--- config.mk ---
export PLATFORM = sky130hd
export DESIGN_NAME = sat
export DESIGN_NICKNAME = d
export VERILOG_FILES = /design/src/rtl/sat_pkg.sv /design/src/rtl/sat_core.sv /design/src/rtl/sat.sv
export SDC_FILE = /design/constraint.sdc
export NUM_CORES = 1
export LEC_CHECK = 0
export BUFFER_PORTS_ARGS = -buffer_cell sky130_fd_sc_hd__clkbuf_2
export CAP_MARGIN = 10
export CORE_MARGIN = 5
export CORE_UTILIZATION = 46
export DETAILED_ROUTE_END_ITERATION = 12
export MAX_ROUTING_LAYER = met4
export PLACE_DENSITY = 0.81
export SLEW_MARGIN = 10
export SYNTH_ARGS = -nofsm -noshare
export SYNTH_HDL_FRONTEND = slang
export SYNTH_HIERARCHICAL = 1
export SYNTH_SLANG_ARGS = --single-unit
--- constraint.sdc ---
create_clock -name clk -period 0.8 [get_ports clk]
set_input_delay 0.16 -clock clk [delete_from_list [all_inputs] [get_ports clk]]
set_output_delay 0.16 -clock clk [all_outputs]
set_load 0.05 [all_outputs]
--- src/rtl/sat_pkg.sv ---
// sat_pkg -- shared definitions for the saturation block.
//   CLIP_CNT_W : width of the optional clip counter.
//   clip_e     : classification of one sample (no clip / positive / negative).
//   sat_max()  : largest value of an osz-bit two's complement word.
//   sat_min()  : smallest value of an osz-bit two's complement word.
package sat_pkg;

  localparam int unsigned CLIP_CNT_W = 16;

  typedef enum logic [1:0] {
    CLIP_NONE = 2'd0,
    CLIP_POS  = 2'd1,
    CLIP_NEG  = 2'd2
  } clip_e;

  function automatic int sat_max(input int osz);
    return (1 << (osz - 1)) - 1;
  endfunction

  function automatic int sat_min(input int osz);
    return -(1 << (osz - 1));
  endfunction

endpackage

--- src/rtl/sat_core.sv ---
// sat_core -- combinational clip logic, ISZ-bit signed in to OSZ-bit signed out.
// Parameters: ISZ (input width), OSZ (output width), ISZ >= OSZ >= 2.
// Ports:
//   in  [ISZ-1:0] signed sample
//   out [OSZ-1:0] saturated sample
//   pos           sample clipped at the positive limit
//   neg           sample clipped at the negative limit
module sat_core
  import sat_pkg::*;
#(
  parameter int ISZ = 15,
  parameter int OSZ = 14
) (
  input  logic [ISZ-1:0] in,
  output logic [OSZ-1:0] out,
  output logic           pos,
  output logic           neg
);

  localparam logic [OSZ-1:0] MAX_W = OSZ'(sat_max(OSZ));
  localparam logic [OSZ-1:0] MIN_W = OSZ'(sat_min(OSZ));

  generate
    if (ISZ == OSZ) begin : g_pass
      // Same width: the value always fits.
      always_comb begin
        out = in;
        pos = 1'b0;
        neg = 1'b0;
      end
    end else begin : g_clip
      logic [ISZ-OSZ:0] top;
      clip_e            kind;

      // The value fits iff every bit from the output sign bit upward
      // is a copy of the input sign bit.
      assign top = in[ISZ-1:OSZ-1];

      always_comb begin
        kind = CLIP_NONE;
        if (!((&top) || (~|top))) begin
          kind = in[ISZ-1] ? CLIP_NEG : CLIP_POS;
        end
      end

      always_comb begin
        out = in[OSZ-1:0];
        pos = 1'b0;
        neg = 1'b0;
        case (kind)
          CLIP_POS: begin
            out = MAX_W;
            pos = 1'b1;
          end
          CLIP_NEG: begin
            out = MIN_W;
            neg = 1'b1;
          end
          default: ;
        endcase
      end
    end
  endgenerate

endmodule

--- src/rtl/sat.sv ---
// sat -- registered two's complement saturator, latency 1 clock.
// Optional feature macro: SAT_STATS_EN (adds stats_clr / clip_cnt).
// Parameters: ISZ (input width, default 15), OSZ (output width, default 14).
// Ports:
//   clk        clock, rising edge
//   reset      asynchronous active-low reset
//   in_valid   qualifies in
//   in         ISZ-bit signed sample
//   out_valid  registered in_valid
//   out        OSZ-bit saturated sample, holds when in_valid = 0
//   sat_pos    clipped at positive limit (with out_valid)
//   sat_neg    clipped at negative limit (with out_valid)
//   stats_clr  synchronous clear of clip_cnt (SAT_STATS_EN only)
//   clip_cnt   saturating count of clipped valid samples (SAT_STATS_EN only)
module sat
  import sat_pkg::*;
#(
  parameter int ISZ = 15,
  parameter int OSZ = 14
) (
  input  logic                  clk,
  input  logic                  reset,
  input  logic                  in_valid,
  input  logic [ISZ-1:0]        in,
  output logic                  out_valid,
  output logic [OSZ-1:0]        out,
  output logic                  sat_pos,
  output logic                  sat_neg
`ifdef SAT_STATS_EN
  ,
  input  logic                  stats_clr,
  output logic [CLIP_CNT_W-1:0] clip_cnt
`endif
);

  logic [OSZ-1:0] core_out;
  logic           core_pos;
  logic           core_neg;

  sat_core #(
    .ISZ (ISZ),
    .OSZ (OSZ)
  ) u_core (
    .in  (in),
    .out (core_out),
    .pos (core_pos),
    .neg (core_neg)
  );

  logic [OSZ-1:0] out_q, out_d;
  logic           out_valid_q, out_valid_d;
  logic           sat_pos_q, sat_pos_d;
  logic           sat_neg_q, sat_neg_d;

  always_comb begin
    out_d       = out_q;
    out_valid_d = in_valid;
    sat_pos_d   = in_valid & core_pos;
    sat_neg_d   = in_valid & core_neg;
    if (in_valid) begin
      out_d = core_out;
    end
  end

  always_ff @(posedge clk or negedge reset) begin
    if (!reset) begin
      out_q       <= '0;
      out_valid_q <= 1'b0;
      sat_pos_q   <= 1'b0;
      sat_neg_q   <= 1'b0;
    end else begin
      out_q       <= out_d;
      out_valid_q <= out_valid_d;
      sat_pos_q   <= sat_pos_d;
      sat_neg_q   <= sat_neg_d;
    end
  end

  assign out       = out_q;
  assign out_valid = out_valid_q;
  assign sat_pos   = sat_pos_q;
  assign sat_neg   = sat_neg_q;

`ifdef SAT_STATS_EN
  logic [CLIP_CNT_W-1:0] clip_cnt_q, clip_cnt_d;

  // Clear takes priority over a same-cycle clip; count sticks at all-ones.
  always_comb begin
    clip_cnt_d = clip_cnt_q;
    if (stats_clr) begin
      clip_cnt_d = '0;
    end else if (in_valid && (core_pos || core_neg) && (clip_cnt_q != '1)) begin
      clip_cnt_d = clip_cnt_q + 1'b1;
    end
  end

  always_ff @(posedge clk or negedge reset) begin
    if (!reset) begin
      clip_cnt_q <= '0;
    end else begin
      clip_cnt_q <= clip_cnt_d;
    end
  end

  assign clip_cnt = clip_cnt_q;
`endif

endmodule

==> results of run 1 <==
## worst register-to-register path, cell delays in order (launching register included)
cell and delay, ns:
dfrtp_1 0.41, buf_4 0.14, buf_4 0.12, mux2_4 0.26
## final timing paths
path | startpoint | to | slack (ns) | cells after the start
max in group asynchronous | reset | out[8]$_DFFE_PN0P_ | 0.16 | 2
worst min-delay path | in[7] | out[7]$_DFFE_PN0P_ | 0.21 | 3
min in group asynchronous | reset | sat_neg$_DFF_PN0_ | 0.34 | 2
worst max-delay path | in[13] | out[0]$_DFFE_PN0P_ | -0.32 | 6
worst min register to register | out[7]$_DFFE_PN0P_ | out[7]$_DFFE_PN0P_ | 0.59 | 1
worst max register to register | out[1]$_DFFE_PN0P_ | out[1]$_DFFE_PN0P_ | -0.22 | 3
## routing by layer
| layer | vias up | part of all wire, % | GRT usage, % |
|---|---|---|---|
| met5 | - | 0 | - |
| met4 | 0 | 4.3 | 9.36 |
| met3 | 9 | 4.9 | 4.79 |
| met2 | 29 | 54 | 38.0 |
| met1 | 331 | 37 | 19.4 |
| li1 | 302 | - | - |
## layout make-up
cell class | instances | area, µm²
fillers | 91 | 231
inverters | 2 | 15.0
flip-flops and latches | 17 | 425
clock buffers | 4 | 26.3
well taps | 25 | 31.3
multi-input cells | 32 | 472
repair buffers | 56 | 563
## cell families after synthesis
group / count (synthesis) / synth area share, %
flip-flops: 17 / 49.1
AND/OR/NAND/NOR: 2 / 1.73
multiplexers: 28 / 39.9
adder cells (fa/ha/maj): 2 / 2.89
buffers and inverters: 6 / 6.36
## sequential cells by signal, indices dropped and copies added, names as in the netlist
register   cells
sat_pos        1
sat_neg        1
out_valid      1
out           14
## metrics by stage
stage | total power [mW] | setup WS, ns | instances | utilization, %
5_1_grt | 3.16 | -0.325 | 136 | 86.9
4_1_cts | 2.87 | -0.306 | 132 | 83.8
3_3_place_gp | 2.02 | -0.693 | 113 | 64.1
6_report | 3.03 | -0.321 | 136 | 86.9
2_1_floorplan | 1.83 | -0.470 | 55 | -
3_5_place_dp | 2.04 | -0.715 | 113 | 64.1
## where the power goes
| part | internal, mW | switching (mW) | leakage (nW) |
|---|---|---|---|
| registers | 0.970 | 0.109 | 0.211 |
| logic | 0.793 | 0.675 | 0.581 |
| clock network | 0.194 | 0.288 | 0.0150 |
## timing repair
item                       4_1_cts  5_1_grt
hold buffers                     1        0
buffers inserted                14        4
setup endpoints to repair       31       31
hold endpoints to repair        17        0
pin swaps                        1        1
gates resized for setup         44       19
## Yosys cell counts
library cell / instances
mux2_2: 20
dfrtp_1: 17
mux2_4: 8
and2_2: 2
buf_6: 2
ha_1: 2
inv_1: 2
buf_12: 1
buf_2: 1
==> impl_metrics.py, run 1 <==
metrics = {
    "timing": {
        "slew_violations": 0,
        "hold_viol": 0,
        "setup-violations-final": 31,
        "whs_ns": 0.214,
        "min_period_over_period_pct": 140,
        "max-slew-margin-rel_pct": 71.2,
        "layout_setup_ws_ns": -0.321,
        "max_freq_ghz": 0.892,
        "worst_pin_slew_ns": 0.431,
        "rsz0062_at_grt": "true",
        "post-route-min-period_ns": 1.12,
        "finClkSkew_ns": 0,
        "tns_ns": -8.12,
    },
    "placed_design": {
        "io_buffer_count": 34,
        "place.detailed.hpwl_mm": 1.31,
        "place_congestion": 0.582,
        "placed_area_mm2": 0.00113,
    },
    "logic_synthesis": {
        "syn-cell-area_um2": 866,
        "ys_seq_area_share_pct": 49.1,
        "synth_top_area_share_pct": 49.1,
        "synth_seq_cells": 17,
        "synth_area_leaders": "dfrtp_1 (49%), mux2_2 (26%), mux2_4 (14%)",
        "synth_nets": 75,
        "yosysTopAreaCell": "dfrtp_1",
        "synth.avg_cell_area_um2": 15.7,
        "ys_types": 9,
        "syn_inst": 55,
        "yosysWarnings": 6,
    },
    "critical_path": {
        "crit_path_top_delay_cell": "ha_4",
        "crit_top_cell": "mux2_4",
        "startpoint_type": "input port",
        "critPathBufInv": 3,
        "cp_slowest_stage_delay_ns": 0.30,
        "cp_cell_sequence": "clkbuf_16, inv_8, ha_4, buf_8, mux2_4, mux2_4",
        "path_max_fanout": 7,
        "required_ns": 0.99,
        "crit_type": "input port to flip-flop",
        "critPathArrivalTime_ns": 1.31,
        "critPathCaptureType": "flip-flop",
        "cp_top_family": "multiplexers",
    },
    "grt": {
        "grt_pass1_vias": 745,
        "grt_overflow": 0,
        "grt_use_total_pct": 20.3,
        "grt_max_degree": 18,
        "grt_first_pass_wirelength_mm": 3.76,
        "antenna_found_initial": 0,
    },
    "clock_tree": {
        "clk_pin_slew_worst_paths_ns": 0.11,
        "htreeDepth": 1,
        "clk_latency_ns": 0.29,
        "cts.sinks": 17,
        "cts_buffers": 3,
        "cts_tree": "done",
        "cts_root_buffer": "clkbuf_4",
        "clockBufferDepth": 2,
    },
    "floorplan": {
        "die_h_um": 53.4,
        "start_util_pct": 49.1,
        "io_pins": 35,
        "core_mm2": 0.00176,
        "die_x_um": 53.4,
        "die_area_mm2": 0.00285,
        "rows": 15,
    },
    "power": {
        "powerDensity_mw_per_mm2": 1980,
        "ir_drop_v": 0.00131,
        "leakagePower_nw": 0.807,
    },
    "finish": {
        "stdcell_area_mm2": 0.00153,
        "final_nets": 132,
        "synthToLayoutAreaGrowth_pct": 77.0,
        "layout_commonest_cell": "mux2_4",
        "final_cell_mix": "mux2_4 (27), buf_4 (19), buf_8 (18)",
        "drive_gt1_share_pct": 82.0,
        "antennaDiodeCount": 0,
    },
    "routing": {
        "via_count": 671,
        "wl_per_cell_um": 18.5,
        "drtIter0Drc": 5,
        "first_pass_iters": 4,
        "ant_nets": 0,
        "vias_per_cell": 4.93,
        "drc": 0,
        "finalWirelength_mm": 2.52,
    },
    "status": {
        "violations": "setup timing",
        "status": "finished, violations left",
    },
    "worst_hold_path": {
        "hp-class": "input port to flip-flop",
    },
    "run": {
        "cap_violations": 0,
    },
}
No activity file was read; power rests on OpenSTA's default activity.
==> run 2: changes to the inputs <==
--- a/config.mk
+++ b/config.mk
@@ -7,7 +7,6 @@
 export LEC_CHECK = 0
 export BUFFER_PORTS_ARGS = -buffer_cell sky130_fd_sc_hd__clkbuf_2
 export CAP_MARGIN = 10
-export CORE_MARGIN = 5
 export CORE_UTILIZATION = 46
 export DETAILED_ROUTE_END_ITERATION = 12
 export MAX_ROUTING_LAYER = met4
==> run 2 against run 1 <==
- the flow still finishes with violations (setup timing)
- sequential cell count unchanged
- die area fell by 28%
- register-to-register slack worse by 0.03 ns
- worst hold slack got worse by 0.011 ns
- combinational power decreased by 4%
- global-route usage up 4.7 points
- count of clock-buffer cells in the layout did not move
- first-iteration DRC count fell by 80%
- final cell count fell by 4.4%
- clock skew unchanged
- critical endpoint unchanged
- largest power group unchanged
==> impl_metrics.py, run 2 (synthesis gave the netlist of run 1 again) <==
metrics = {
    "critical_path": {
        "critPathCaptureType": "flip-flop",
        "r2r_slack_ns": -0.25,
        "critPathArrivalTime_ns": 1.30,
        "required_ns": 0.99,
        "path_max_fanout": 7,
        "startpoint_type": "input port",
        "crit_type": "input port to flip-flop",
    },
    "routing": {
        "wl_per_cell_um": 17.7,
        "drc": 0,
        "drtIter0Drc": 1,
        "finalWirelength_mm": 2.31,
        "vias_per_cell": 4.98,
        "ant_nets": 0,
        "first_pass_iters": 2,
        "via_count": 647,
    },
    "floorplan": {
        "die_area_mm2": 0.00206,
        "core_mm2": 0.00175,
        "die_h_um": 45.4,
        "die_x_um": 45.4,
        "start_util_pct": 49.6,
        "rows": 15,
        "io_pins": 35,
    },
    "clock_tree": {
        "clockBufferDepth": 2,
        "cts.sinks": 17,
        "htreeDepth": 1,
        "cts_root_buffer": "clkbuf_4",
        "clk_pin_slew_worst_paths_ns": 0.11,
        "cts_buffers": 3,
        "cts_tree": "done",
        "clk_latency_ns": 0.29,
    },
    "timing": {
        "min_period_over_period_pct": 139,
        "hold_viol": 0,
        "post-route-min-period_ns": 1.11,
        "max_freq_ghz": 0.899,
        "worst_pin_slew_ns": 0.427,
        "slew_violations": 0,
        "max-slew-margin-rel_pct": 71.5,
        "tns_ns": -7.84,
        "whs_ns": 0.203,
        "setup-violations-final": 31,
        "layout_setup_ws_ns": -0.313,
        "rsz0062_at_grt": "true",
        "finClkSkew_ns": 0,
    },
    "grt": {
        "grt_overflow": 0,
        "grt_first_pass_wirelength_mm": 3.33,
        "antenna_found_initial": 0,
        "grt_pass1_vias": 683,
        "grt_max_degree": 18,
        "grt_use_total_pct": 25.0,
    },
    "placed_design": {
        "place_congestion": 0.618,
        "dp_slack_ns": -0.717,
        "placed_area_mm2": 0.00112,
        "place.detailed.hpwl_mm": 1.13,
        "dp.cells": 113,
        "io_buffer_count": 34,
    },
    "finish": {
        "final_nets": 126,
        "largest_reg_flops": 14,
        "fillers": 85,
        "synthToLayoutAreaGrowth_pct": 70.5,
        "antennaDiodeCount": 0,
        "drive_gt1_share_pct": 81.0,
        "layout_commonest_cell": "mux2_4",
        "stdcell_area_mm2": 0.00148,
        "final_cell_count_no_fill": 130,
        "post-route-util_pct": 84.6,
        "final_cell_mix": "mux2_4 (28), buf_8 (18), dfrtp_1 (17)",
    },
    "run": {
        "cap_violations": 0,
    },
    "worst_hold_path": {
        "hp-class": "input port to flip-flop",
    },
    "status": {
        "violations": "setup timing",
        "status": "finished, violations left",
    },
    "power": {
        "total_power_mw": 2.97,
        "ir_drop_v": 0.00112,
        "powerDensity_mw_per_mm2": 2010,
        "leakagePower_nw": 0.776,
    },
}
run 2: cell count changes in the layout (fill, tap and decap cells not counted):
cell	delta
clkbuf_2	+1
mux2_2	-1
mux2_4	+1
buf_4	-6
buf_12	-1
run 2: final cells by class:
cell class                      instances  area (µm²)  area share, %
Timing Repair Buffer                   50         503           34.1
Inverter                                2        15.0           1.02
Tap cell                               25        31.3           2.12
Sequential cell                        17         425           28.8
Clock buffer                            4        26.3           1.78
Multi-Input combinational cell         32         475           32.2
run 2: repair_timing:
action | 4_1_cts | 5_1_grt
setup endpoints to repair | 31 | 32
setup buffers | 8 | 4
hold buffers | 1 | 0
gates resized for setup | 44 | 18
pin swaps | 1 | 1
endpoints found under the hold margin | 17 | 0
run 2: worst paths after layout:
path                                      from             endpoint  depth (start not counted)
max in group asynchronous                reset   out[7]$_DFFE_PN0P_                          2
setup reg to reg           out[11]$_DFFE_PN0P_  out[11]$_DFFE_PN0P_                          3
setup / recovery                        in[13]   out[0]$_DFFE_PN0P_                          6
hold reg to reg             out[7]$_DFFE_PN0P_   out[7]$_DFFE_PN0P_                          1
hold / removal                        in_valid  out[12]$_DFFE_PN0P_                          2
min in group asynchronous                reset   out[5]$_DFFE_PN0P_                          2
run 2: critical path, cell delays in order:
cell       delay, ns
clkbuf_16       0.11
inv_8           0.03
ha_4            0.28
buf_8           0.14
mux2_4          0.31
mux2_4          0.27
run 2: routing by layer:
metal  global-route usage [%]  vias up  wire length (µm)
li1                         -      289                 -
met1                     27.6      310               879
met2                     42.0       32              1200
met3                     4.37       16               115
met4                     14.5        0               106
met5                        -        -                 0
run 2: where the power goes:
part / switching [mW] / leakage, nW / internal [mW]
registers: 0.114 / 0.211 / 0.970
logic: 0.663 / 0.550 / 0.745
clock network: 0.283 / 0.0150 / 0.194
total: 1.06 / 0.776 / 1.91
